<file path="config.mk">
export PLATFORM = sky130hd
export DESIGN_NAME = mc_seq_flat
export DESIGN_NICKNAME = d
export VERILOG_FILES = /design/src/rtl/mc_seq_if.sv /design/src/rtl/mc_seq.sv /design/src/flat_wrapper.sv
export SDC_FILE = /design/constraint.sdc
export NUM_CORES = 1
export LEC_CHECK = 0
export ABC_AREA = 1
export CAP_MARGIN = 20
export CORE_MARGIN = 4
export CORE_UTILIZATION = 23
export CTS_BUF_LIST = sky130_fd_sc_hd__clkbuf_2
export CTS_CLUSTER_DIAMETER = 200
export CTS_CLUSTER_SIZE = 10
export DETAILED_ROUTE_END_ITERATION = 6
export SYNTH_ARGS = -nofsm -noshare
export SYNTH_HDL_FRONTEND = slang
export SYNTH_SLANG_ARGS = --single-unit
</file>
<file path="constraint.sdc">
create_clock -name clk -period 2.34 [get_ports clk]
set_input_delay 0.585 -clock clk [delete_from_list [all_inputs] [get_ports clk]]
set_output_delay 0.585 -clock clk [all_outputs]
set_load 0.01 [all_outputs]
</file>
<file path="src/rtl/mc_seq_if.sv">
// Shared instruction/data memory port between the sequencer and the memory.
// The sequencer owns the request side; memory answers with mem_ready.
interface mc_seq_if;
  logic mem_req;
  logic IorD;
  logic mem_we;
  logic mem_ready;

  modport master (
    output mem_req,
    output IorD,
    output mem_we,
    input  mem_ready
  );

  modport slave (
    input  mem_req,
    input  IorD,
    input  mem_we,
    output mem_ready
  );
endinterface

</file>
<file path="src/rtl/mc_seq.sv">
// Multicycle FETCH/DECODE/EXEC/MEM/WB sequencer: per-cycle datapath enables,
// memory handshake, wait-state watchdog and retired-instruction counter.
module mc_seq #(
  parameter int CNT_W    = 32,
  parameter int MAX_WAIT = 255
) (
  input  logic             clk,
  input  logic             rstn,
  input  logic             stall,
  input  logic             dec_MemRead,
  input  logic             dec_MemWrite,
  input  logic             dec_RegWrite,
  input  logic [1:0]       dec_AddrSrc,
  input  logic             bne,
  input  logic             zero,
  mc_seq_if.master         mem,
  output logic             IRWrite,
  output logic             PCWrite,
  output logic [1:0]       PCSel,
  output logic             RegWriteEn,
  output logic             retire,
  output logic [CNT_W-1:0] instret,
  output logic             bus_err,
  output logic [2:0]       state
);

  localparam logic [2:0] S_FETCH  = 3'd0;
  localparam logic [2:0] S_DECODE = 3'd1;
  localparam logic [2:0] S_EXEC   = 3'd2;
  localparam logic [2:0] S_MEM    = 3'd3;
  localparam logic [2:0] S_WB     = 3'd4;

  // The access aborts on the waiting cycle that would bring the counter to MAX_WAIT,
  // so mem_req is never high for more than MAX_WAIT unanswered cycles.
  localparam logic [7:0] WAIT_LAST = 8'(MAX_WAIT - 1);

  function automatic logic branch_taken(input logic z, input logic is_bne);
    return z ^ is_bne;
  endfunction

  logic [2:0]       state_r;
  logic [2:0]       state_nxt_s;
  logic [7:0]       wait_cnt_r;
  logic [CNT_W-1:0] instret_r;
  logic             bus_err_r;

  logic             req_s;
  logic             iord_s;
  logic             we_s;
  logic             irw_s;
  logic             pcw_s;
  logic [1:0]       pcsel_s;
  logic             rwe_s;
  logic             retire_s;
  logic             abort_s;
  logic             waiting_s;

  // Next state and per-cycle enables; everything is held low while rstn is low.
  always_comb begin
    state_nxt_s = state_r;
    req_s       = 1'b0;
    iord_s      = 1'b0;
    we_s        = 1'b0;
    irw_s       = 1'b0;
    pcw_s       = 1'b0;
    pcsel_s     = 2'd0;
    rwe_s       = 1'b0;
    retire_s    = 1'b0;
    abort_s     = 1'b0;
    if (!rstn) begin
      state_nxt_s = S_FETCH;
    end else begin
      case (state_r)
        S_FETCH: begin
          if (!stall && !bus_err_r) begin
            req_s = 1'b1;
            if (mem.mem_ready) begin
              irw_s       = 1'b1;
              pcw_s       = 1'b1;
              pcsel_s     = 2'd0;
              state_nxt_s = S_DECODE;
            end else if (wait_cnt_r == WAIT_LAST) begin
              abort_s     = 1'b1;
              state_nxt_s = S_FETCH;
            end else begin
              state_nxt_s = S_FETCH;
            end
          end else begin
            state_nxt_s = S_FETCH;
          end
        end
        S_DECODE: begin
          state_nxt_s = S_EXEC;
        end
        S_EXEC: begin
          case (dec_AddrSrc)
            2'd1: begin
              if (branch_taken(zero, bne)) begin
                pcw_s   = 1'b1;
                pcsel_s = 2'd1;
              end else begin
                pcw_s   = 1'b0;
                pcsel_s = 2'd0;
              end
            end
            2'd2, 2'd3: begin
              pcw_s   = 1'b1;
              pcsel_s = dec_AddrSrc;
            end
            default: begin
              pcw_s   = 1'b0;
              pcsel_s = 2'd0;
            end
          endcase
          if (dec_MemRead || dec_MemWrite) begin
            state_nxt_s = S_MEM;
          end else if (dec_RegWrite) begin
            state_nxt_s = S_WB;
          end else begin
            retire_s    = 1'b1;
            state_nxt_s = S_FETCH;
          end
        end
        S_MEM: begin
          if (!bus_err_r) begin
            req_s  = 1'b1;
            iord_s = 1'b1;
            we_s   = dec_MemWrite;
            if (mem.mem_ready) begin
              if (dec_MemRead) begin
                state_nxt_s = S_WB;
              end else begin
                retire_s    = 1'b1;
                state_nxt_s = S_FETCH;
              end
            end else if (wait_cnt_r == WAIT_LAST) begin
              abort_s     = 1'b1;
              state_nxt_s = S_FETCH;
            end else begin
              state_nxt_s = S_MEM;
            end
          end else begin
            state_nxt_s = S_FETCH;
          end
        end
        S_WB: begin
          rwe_s       = 1'b1;
          retire_s    = 1'b1;
          state_nxt_s = S_FETCH;
        end
        default: begin
          state_nxt_s = S_FETCH;
        end
      endcase
    end
  end

  assign waiting_s = req_s & ~mem.mem_ready;

  // State register, watchdog wait counter, sticky bus error and retire counter.
  always_ff @(posedge clk or negedge rstn) begin
    if (!rstn) begin
      state_r    <= S_FETCH;
      wait_cnt_r <= 8'd0;
      instret_r  <= '0;
      bus_err_r  <= 1'b0;
    end else begin
      state_r <= state_nxt_s;
      // Any state change is an entry into a new access window, so the count restarts.
      if (state_nxt_s != state_r) begin
        wait_cnt_r <= 8'd0;
      end else if (waiting_s) begin
        wait_cnt_r <= wait_cnt_r + 8'd1;
      end else begin
        wait_cnt_r <= wait_cnt_r;
      end
      if (abort_s) begin
        bus_err_r <= 1'b1;
      end else begin
        bus_err_r <= bus_err_r;
      end
      if (retire_s) begin
        instret_r <= instret_r + CNT_W'(1);
      end else begin
        instret_r <= instret_r;
      end
    end
  end

  assign mem.mem_req = req_s;
  assign mem.IorD    = iord_s;
  assign mem.mem_we  = we_s;
  assign IRWrite     = irw_s;
  assign PCWrite     = pcw_s;
  assign PCSel       = pcsel_s;
  assign RegWriteEn  = rwe_s;
  assign retire      = retire_s;
  assign instret     = instret_r;
  assign bus_err     = bus_err_r;
  assign state       = state_r;

endmodule
</file>
<file path="src/flat_wrapper.sv">
// flat-port wrapper written by rule: the top's interface ports become plain ports
module mc_seq_flat 
#(
  parameter int CNT_W    = 32,
  parameter int MAX_WAIT = 255
)
  (clk, rstn, stall, dec_MemRead, dec_MemWrite, dec_RegWrite, dec_AddrSrc, bne, zero, IRWrite, PCWrite, PCSel, RegWriteEn, retire, instret, bus_err, state, mem_mem_req, mem_IorD, mem_mem_we, mem_mem_ready);
  mc_seq_if mem_i ();
  input  logic clk;
  input  logic rstn;
  input  logic stall;
  input  logic dec_MemRead;
  input  logic dec_MemWrite;
  input  logic dec_RegWrite;
  input  logic [1:0] dec_AddrSrc;
  input  logic bne;
  input  logic zero;
  output logic IRWrite;
  output logic PCWrite;
  output logic [1:0] PCSel;
  output logic RegWriteEn;
  output logic retire;
  output logic [CNT_W-1:0] instret;
  output logic bus_err;
  output logic [2:0] state;
  output wire logic [$bits(mem_i.mem_req)-1:0] mem_mem_req;
  output wire logic [$bits(mem_i.IorD)-1:0] mem_IorD;
  output wire logic [$bits(mem_i.mem_we)-1:0] mem_mem_we;
  input wire logic [$bits(mem_i.mem_ready)-1:0] mem_mem_ready;
  assign mem_mem_req = mem_i.mem_req;
  assign mem_IorD = mem_i.IorD;
  assign mem_mem_we = mem_i.mem_we;
  assign mem_i.mem_ready = mem_mem_ready;
  mc_seq #(.CNT_W(CNT_W), .MAX_WAIT(MAX_WAIT)) u_core (.clk(clk), .rstn(rstn), .stall(stall), .dec_MemRead(dec_MemRead), .dec_MemWrite(dec_MemWrite), .dec_RegWrite(dec_RegWrite), .dec_AddrSrc(dec_AddrSrc), .bne(bne), .zero(zero), .mem(mem_i), .IRWrite(IRWrite), .PCWrite(PCWrite), .PCSel(PCSel), .RegWriteEn(RegWriteEn), .retire(retire), .instret(instret), .bus_err(bus_err), .state(state));
endmodule
</file>
==> impl_metrics.json <==
{
  "status": "complete, no violations",
  "gp_congestion": 0.843,
  "clk_path_buf_depth": 2,
  "max_stage_delay_ns": 0.50,
  "drt-total-wl_mm": 7.41,
  "drive_gt1_share_pct": 13.5,
  "start_util_pct": 23.8,
  "worstPathRequired_ns": 1.75,
  "crit_type": "primary input to output port",
  "multi_input_comb_area_um2": 1500,
  "clkTransAtPathRegs_ns": 0.22,
  "place_inst": 582,
  "cts_root_buf": "clkbuf_2",
  "swShare_pct": 34.4,
  "reg2reg_slack_ns": 0.47,
  "n_antenna_cell": 0,
  "wl_met3_um": 369,
  "power_frac_seq_pct": 48.4,
  "path_cells": "clkdlybuf4s50_1 -> buf_4 -> nor2_1 -> nand2_1 -> nand3_2 -> nand2_4 -> clkinv_4 -> buf_6",
  "worstPathArrival_ns": 1.73,
  "io_buffers": 55,
  "p_switching_w": 0.000711,
  "syn_area_um2": 2770,
  "grtUsageTotal_pct": 10.8,
  "leakage_nw": 1.65,
  "ir_drop_v": 0.000341,
  "synth_seq_area_share_pct": 39.8,
  "finalCritPeriodShare_pct": 98.9,
  "clock.fmax_mhz": 432,
  "p_comb_share_pct": 31.4,
  "place_ws_ns": -0.382,
  "core-area_um2": 11600,
  "wire_per_inst_um": 12.3,
  "r2r-end": "u_core.instret[21]$_DFFE_PN0P_",
  "setup_viol": 0,
  "antenna_left": 0,
  "crit_path_end_kind": "output port",
  "synth.distinct_cells": 29,
  "die_h_um": 118,
  "avgSynthCellArea_um2": 7.36,
  "io_pins": 56,
  "reg2reg_from": "u_core.state[2]$_DFF_PN0_",
  "finalCriticalPeriod_ns": 2.32,
  "antenna_found_initial": 0,
  "crit_slowest_cell": "clkdlybuf4s50_1",
  "layout.area.seq_um2": 1100,
  "hold_class": "primary input to asynchronous set/reset pin",
  "first_global_vias": 2645,
  "cts.sinks": 44,
  "cts_tree": "yes",
  "wl_met2_mm": 3.50,
  "nFillCells": 1260,
  "syn_nets": 390,
  "drtPass1Iterations": 4,
  "htree_levels": 2,
  "ys_warn_count": 0,
  "p_int_w": 0.00136,
  "fp-row-count": 39,
  "ys_ff_latch": 44,
  "postLayoutSetupSlackWorst_ns": 0.0247,
  "rr_worst_depth": 12,
  "crit_buf_inv": 4,
  "post_layout_nonfiller_instances": 601,
  "clkPwrFrac_pct": 20.2,
  "numCtsBuffers": 5,
  "dieArea_um2": 13800,
  "cellPowerDensity_nw_per_um2": 555,
  "clkLatencyLatePin_ns": 0.39,
  "top_layer": "met4",
  "maxCapViolCount": 0,
  "grt_pass1_wl_mm": 12.6,
  "grt_max_degree": 46,
  "wl_met1_mm": 3.50,
  "area_growth_pct": 34.7,
  "critPathLaunchType": "primary input",
  "final_hold_viol_count": 0,
  "remaining_drc_errors": 0,
  "slew_headroom_pct": 62.6,
  "vias": 2687,
  "worst_pin_slew_ns": 0.561,
  "drtIter0Drc": 142,
  "syn_inst": 376,
  "crit_path_max_fanout": 2,
  "clock_skew_ns": 0.00983,
  "drv_slew": 0,
  "grt_overflow": 0,
  "die_w_um": 118,
  "rsz0062_at_grt": "true",
  "hpwlAfterDp_mm": 5.57,
  "nNetsFinal": 471,
  "via_per_inst": 4.47,
  "critPathTopFamily": "buffers and inverters"
}
what timing repair did:
action	4_1_cts	5_1_grt
buffers inserted	6	4
gates cloned	0	0
setup endpoints to repair	9	7
endpoints found under the hold margin	1	0
gates resized for setup	23	24
hold buffers	1	0
pin swaps	1	7
cells in the final DEF (no fill, tap or decap), drive strengths merged:
cell	count
a21boi	2
a21oi	5
and3	1
buf	26
bufinv	1
clkbuf	8
clkdlybuf4s15	1
clkdlybuf4s50	44
clkinv	3
dfrtp	44
dlygate4sd3	1
dlymetal6s2s	2
ha	3
inv	44
nand2	97
nand3	23
nand3b	2
nand4	9
nor2	64
nor3	26
o21a	1
o21ai	18
o21bai	2
xnor2	2
xor2	29
through the flow:
step | hold WS, ns | power [W] | setup TNS [ns] | util (%) | cell area (um^2)
final | 0.374 | 0.00207 | 0 | 32.1 | 3730
after global routing | 0.383 | 0.00221 | -0.242 | 32.1 | 3730
after CTS | 0.389 | 0.00208 | -0.239 | 31.6 | 3660
after detailed placement | 0.429 | 0.00165 | -1.35 | 30.5 | 3550
after global placement | 0.430 | 0.00164 | -1.31 | 30.5 | 3550
after floorplan | 0.289 | 0.00130 | 0 | - | 2770
metal layers:
layer  vias to the layer above  track usage, %
met3                         6            2.74
li1                       1351               -
met1                      1262            13.9
met5                         -               0
met2                        68            18.4
met4                         0            1.90
worst reg2reg max path: stages (launching register included):
cell and delay [ns]:
dfrtp_2 0.49, buf_6 0.13, nor3_4 0.22, nand2_1 0.10, nand3_2 0.09, nand2_4 0.08
clkinv_4 0.06, buf_4 0.26, nand2_4 0.11, nor2_4 0.11, nand2_1 0.06, nand2_1 0.06
nand2_1 0.04
logic make-up after synthesis:
kind of cell             synth area share (%)
adder cells (fa/ha/maj)                  1.36
flip-flops                               39.8
AND/OR/NAND/NOR                          36.3
AO/OA/AOI/OAI                            5.52
XOR/XNOR                                 9.81
buffers and inverters                    7.24
worst max path at each step:
stage,end,cells after the start,from
5_1_grt,PCWrite,7,u_core.state[0]$_DFF_PN0_
4_1_cts,RegWriteEn,4,u_core.state[0]$_DFF_PN0_
2_1_floorplan,retire,8,dec_MemWrite
3_5_place_dp,retire,9,dec_MemWrite
6_report,retire,8,dec_MemRead
3_3_place_gp,retire,9,dec_MemWrite
final cells by class:
class | count | area share, %
Timing Repair Buffer | 77 | 19.0
Multi-Input combinational cell | 284 | 40.2
Sequential cell | 44 | 29.6
Clock buffer | 5 | 0.671
Tap cell | 143 | 4.80
Clock inverter | 3 | 1.01
Inverter | 45 | 4.67
cells in the mapped netlist (all sizes together):
library cell	count	area, um^2
o21ai	18	90.1
a21boi	2	15.0
xor2	29	254
o21a	1	7.51
nand3b	2	15.0
nor3	26	146
nand3	23	125
ha	3	37.5
a21oi	5	25.0
xnor2	2	17.5
inv	45	174
dfrtp	44	1100
o21bai	2	15.0
buf	3	26.3
nand4	9	56.3
and3	1	6.26
nor2	64	260
nand2	97	394
flip-flops by register name (all words and copies together) (netlist names):
register           flops
u_core.instret        32
u_core.bus_err         1
u_core.state           3
u_core.wait_cnt_r      8
power by group through the flow:
stage               Clock (W)  Sequential, W  Combinational, W
finish               0.000419        0.00100          0.000649
global route         0.000462        0.00102          0.000730
CTS                  0.000433       0.000999          0.000648
detailed placement          0        0.00101          0.000636
global placement            0        0.00101          0.000627
floorplan                   0        0.00103          0.000264
No activity file was read; power rests on OpenSTA's default activity.
